==> config.mk <==
export PLATFORM = sky130hd
export DESIGN_NAME = uart_tx_sched
export DESIGN_NICKNAME = d
export VERILOG_FILES = /design/src/rtl/uart_tx_sched.sv
export SDC_FILE = /design/constraint.sdc
export NUM_CORES = 1
export LEC_CHECK = 0
export CAP_MARGIN = 0
export CORE_MARGIN = 5
export CORE_UTILIZATION = 57
export CTS_CLUSTER_SIZE = 14
export DETAILED_ROUTE_END_ITERATION = 10
export MAX_ROUTING_LAYER = met4
export PLACE_DENSITY_LB_ADDON = 0.2
export SETUP_SLACK_MARGIN = 0.4
export SYNTH_ARGS = -nofsm -noshare
export SYNTH_HDL_FRONTEND = slang
export SYNTH_SLANG_ARGS = --single-unit
==> constraint.sdc <==
create_clock -name clk -period 5.1 [get_ports clk]
set_input_delay 1.02 -clock clk [delete_from_list [all_inputs] [get_ports clk]]
set_output_delay 1.02 -clock clk [all_outputs]
set_load 0.05 [all_outputs]
==> src/rtl/uart_tx_sched.sv <==
// Two-requester UART transmitter: round-robin arbitration in IDLE, then one
// 8N1 frame (optional even parity) per accepted byte, LSB first.
module uart_tx_sched #(
    parameter int unsigned CLKS_PER_BIT = 16,
    parameter int unsigned PARITY_EN    = 0
) (
    input  logic       clk,
    input  logic       rst_n,
    input  logic       req0_valid,
    input  logic [7:0] req0_data,
    output logic       req0_ready,
    input  logic       req1_valid,
    input  logic [7:0] req1_data,
    output logic       req1_ready,
    output logic       tx,
    output logic       busy,
    output logic       grant_id
);

    localparam int unsigned CNT_W = 16;
    localparam logic [CNT_W-1:0] CNT_MAX = CNT_W'(CLKS_PER_BIT - 1);
    localparam bit PAR_ON = (PARITY_EN != 0);

    typedef enum logic [2:0] {
        IDLE   = 3'd0,
        START  = 3'd1,
        DATA   = 3'd2,
        PARITY = 3'd3,
        STOP   = 3'd4
    } state_e;

    state_e           state_q, state_d;
    logic [CNT_W-1:0] cnt_q, cnt_d;
    logic [2:0]       idx_q, idx_d;
    logic [7:0]       data_q, data_d;
    logic             tx_q, tx_d;
    logic             grant_q, grant_d;
    logic             bit_end;
    logic             win;
    logic             hs;

    assign bit_end  = (cnt_q == CNT_MAX);
    assign tx       = tx_q;
    assign busy     = (state_q != IDLE);
    assign grant_id = grant_q;

    // Arbitration: lone valid wins; on contention the requester not last granted wins.
    always_comb begin
        win = 1'b0;
        if (req0_valid && req1_valid) begin
            win = ~grant_q;
        end else begin
            win = req1_valid;
        end
        req0_ready = rst_n && (state_q == IDLE) && req0_valid && !win;
        req1_ready = rst_n && (state_q == IDLE) && req1_valid && win;
        hs         = req0_ready || req1_ready;
    end

    // Frame sequencing: next state, baud counter, bit index and serial bit.
    always_comb begin
        state_d = state_q;
        cnt_d   = cnt_q;
        idx_d   = idx_q;
        data_d  = data_q;
        tx_d    = tx_q;
        grant_d = grant_q;

        if (state_q != IDLE) begin
            cnt_d = bit_end ? '0 : cnt_q + CNT_W'(1);
        end

        case (state_q)
            IDLE: begin
                tx_d  = 1'b1;
                cnt_d = '0;
                idx_d = 3'd0;
                if (hs) begin
                    state_d = START;
                    tx_d    = 1'b0;
                    data_d  = win ? req1_data : req0_data;
                    grant_d = win;
                end
            end
            START: begin
                if (bit_end) begin
                    state_d = DATA;
                    idx_d   = 3'd0;
                    tx_d    = data_q[0];
                end
            end
            DATA: begin
                if (bit_end) begin
                    if (idx_q == 3'd7) begin
                        if (PAR_ON) begin
                            state_d = PARITY;
                            tx_d    = ^data_q;
                        end else begin
                            state_d = STOP;
                            tx_d    = 1'b1;
                        end
                    end else begin
                        idx_d = idx_q + 3'd1;
                        tx_d  = data_q[idx_q + 3'd1];
                    end
                end
            end
            PARITY: begin
                if (bit_end) begin
                    state_d = STOP;
                    tx_d    = 1'b1;
                end
            end
            STOP: begin
                tx_d = 1'b1;
                if (bit_end) begin
                    state_d = IDLE;
                end
            end
            default: begin
                state_d = IDLE;
                tx_d    = 1'b1;
            end
        endcase
    end

    // State registers with synchronous active-low reset.
    always_ff @(posedge clk) begin
        if (!rst_n) begin
            state_q <= IDLE;
            cnt_q   <= '0;
            idx_q   <= 3'd0;
            data_q  <= 8'd0;
            tx_q    <= 1'b1;
            grant_q <= 1'b1;
        end else begin
            state_q <= state_d;
            cnt_q   <= cnt_d;
            idx_q   <= idx_d;
            data_q  <= data_d;
            tx_q    <= tx_d;
            grant_q <= grant_d;
        end
    end

endmodule

==> results.ini <==
[outcome]
status = finished, final reports clean

[synthesis]
synth_compound_area_frac = 0.141
yosysWarnings = 0
synth_area_leaders = dfxtp_1 39%, mux2i_1 6.7%, o211a_1 5.5%
async_flop_share = 0
synthAdderAreaFrac = 0.0227
synth.area.mux_share = 0.101
synth.distinct_cells = 39
yosysSeqAreaShare = 0.388
syn_area_mm2 = 0.00165
syn_inst = 176
synth_xor_area_frac = 0.0530
yosysTopAreaCellShare = 0.388
yosys.area_share.simple = 0.251
ys.flop_type = dfxtp_1
avgSynthCellArea_um2 = 9.39
synth_most_common_cell = dfxtp_1
synth_top_family_by_area = simple AND/OR/NAND/NOR gates
synth.largest_area_cell = dfxtp_1
synthTopCellsByCount = 32 x dfxtp_1, 18 x nand2_1, 15 x nor2_1, 11 x mux2i_1
synth-edff-count = 0
syn_nets = 199
ys_ff_latch = 32

[floorplanning]
start_util = 0.599
io_pins = 25
rows = 19
dieArea_mm2 = 0.00408
core_mm2 = 0.00276
die-width_um = 63.9
die_h_um = 63.9

[clock_network]
cts_tree = yes
post_cts_buffers = 0
htreeDepth = 2
cts_resized = 0
clk_latency_ns = 0.33
root_buffer = clkbuf_4
cts_buffer_depth = 2
numCtsBuffers = 5
cts_sinks = 32
ctsHoldBuffers = 0
cts.clk_slew.worst_paths_ns = 0.10

[route]
ant_nets = 0
dr_wl_met3_um = 106
wl_met1_um = 1540
top_layer = met4
wl_met2_um = 1680
wl_per_cell_um = 14.7
drtIter0Drc = 94
first_pass_iters = 4
vias_per_cell = 5.99
wirelength_um = 3390
vias = 1377
drc = 0

[final_layout]
design_area_mm2 = 0.00196
syn_to_final_growth_pct = 18.8
final_core_utilization = 0.712
final-seq-area_um2 = 641
final_net_count = 221
diodes = 0
final_layout_size_suffix_gt1_frac = 0.0955
finalNonFillerCells = 230
fillers = 228
multiInputGateArea_um2 = 940

[timing]
min_period_ns = 3.96
period_share = 0.777
tightest_slew_ns = 0.592
final_hold_viol_count = 0
setup_tns_ns = 0
setup_violations = 0
fmax_mhz = 252
rsz0062_at_grt = false
drv_slew = 0
finalClockSkew_ns = 0.0116
maxSlewHeadroom = 0.605

[global_routing]
grt_use_total = 0.186
antenna_found_initial = 0
grt_max_degree = 24
gr-total-overflow = 0
grt_pass1_wl_um = 5920
grt_pass1_vias = 1341

[critical_path]
critPathKind = in2out
crit_path_frequent_cell = clkdlybuf4s50_1
critical-path-max-stage-delay_ns = 0.80
critPathCaptureType = output pin
path_cells = clkdlybuf4s50_1, a21boi_0, buf_4, and4b_1, clkdlybuf4s50_1
path_max_fanout = 10
worstPathRequired_ns = 4.08
r2r_cells = 6
startpoint_type = input pin
cp_slowest_cell = clkdlybuf4s50_1
worstPathArrival_ns = 2.94

[place]
dp_hpwl_um = 2550
post_dp_cell_area_mm2 = 0.00189
portBuffers = 24
dp.cells = 222
gp_congestion = 0.785

[pwr]
total_leakage_power_nw = 0.822
power_mw = 0.529
power_density_mw_per_mm2 = 269
ir_drop_mv = 0.295

[job]
cap_violations = 0

[worst_hold_path]
hold_path_class = reg2reg
timing.hold.worst_path_depth = 1

-- routing by layer --
metal	global-route usage	up-vias
li1	-	684
met1	0.220	662
met2	0.298	24
met3	0.0420	7
met4	0.0857	0
met5	-	-
-- where the power goes --
group | switching [mW] | internal [mW]
clock network | 0.0862 | 0.103
logic | 0.0378 | 0.0368
registers | 0.00694 | 0.259
-- placed cells by master, fill, tap and decap left out, drive strengths merged, types with 3 or more instances in the layout --
cell type       n
dfxtp          32
clkdlybuf4s50  23
nand2          18
nor2           15
mux2i          11
o211a           9
nand3           9
xor2            9
o21ai           9
a21oi           7
nand4           6
clkbuf          6
or3             5
inv             4
and3            3
ha              3
buf             3
nor4            3
-- registers in the layout, summed over array words and instances, names as in the netlist --
signal,flops
grant_id,1
tx,1
idx_q,3
state_q,3
data_q,8
cnt_q,16
-- final cells by class --
class | count | share of cell area
Clock buffer | 6 | 0.0210
Clock inverter | 2 | 0.0178
Inverter | 4 | 0.00765
Multi-Input combinational cell | 129 | 0.479
Sequential cell | 32 | 0.326
Tap cell | 31 | 0.0198
Timing Repair Buffer | 26 | 0.129
-- final timing paths --
kind / from / to / slack (ns)
worst min-delay path: cnt_q[0] / cnt_q[0] / 0.46
worst max register to register: idx_q[0] / tx / 3.03
worst max-delay path: req0_valid / req0_ready / 1.14
worst min register to register: cnt_q[0] / cnt_q[0] / 0.46
-- critical path: cells and delay by family --
kind | cells | cell delay, ns
AOI/OAI and AO/OA | 1 | 0.12
buffers and inverters | 3 | 1.54
and+or+nand+nor | 1 | 0.26
-- logic make-up (layout without fill, tap and decap cells) --
| family | count (synthesis) | after routing |
|---|---|---|
| compound gates | 32 | 32 |
| buf+inv | 15 | 38 |
| flops | 32 | 32 |
| fa+ha+maj | 3 | 3 |
| xor+xnor | 10 | 10 |
| simple gates | 70 | 70 |
| mux | 14 | 14 |
-- through the flow --
step                      setup WS (ns)  hold WS (ns)
after global routing               1.10         0.490
after floorplan                    2.16         0.426
final                              1.14         0.465
after global placement             1.21         0.438
after CTS                          1.14         0.468
after detailed placement           1.14         0.445
(Power assumes the default switching activity.)
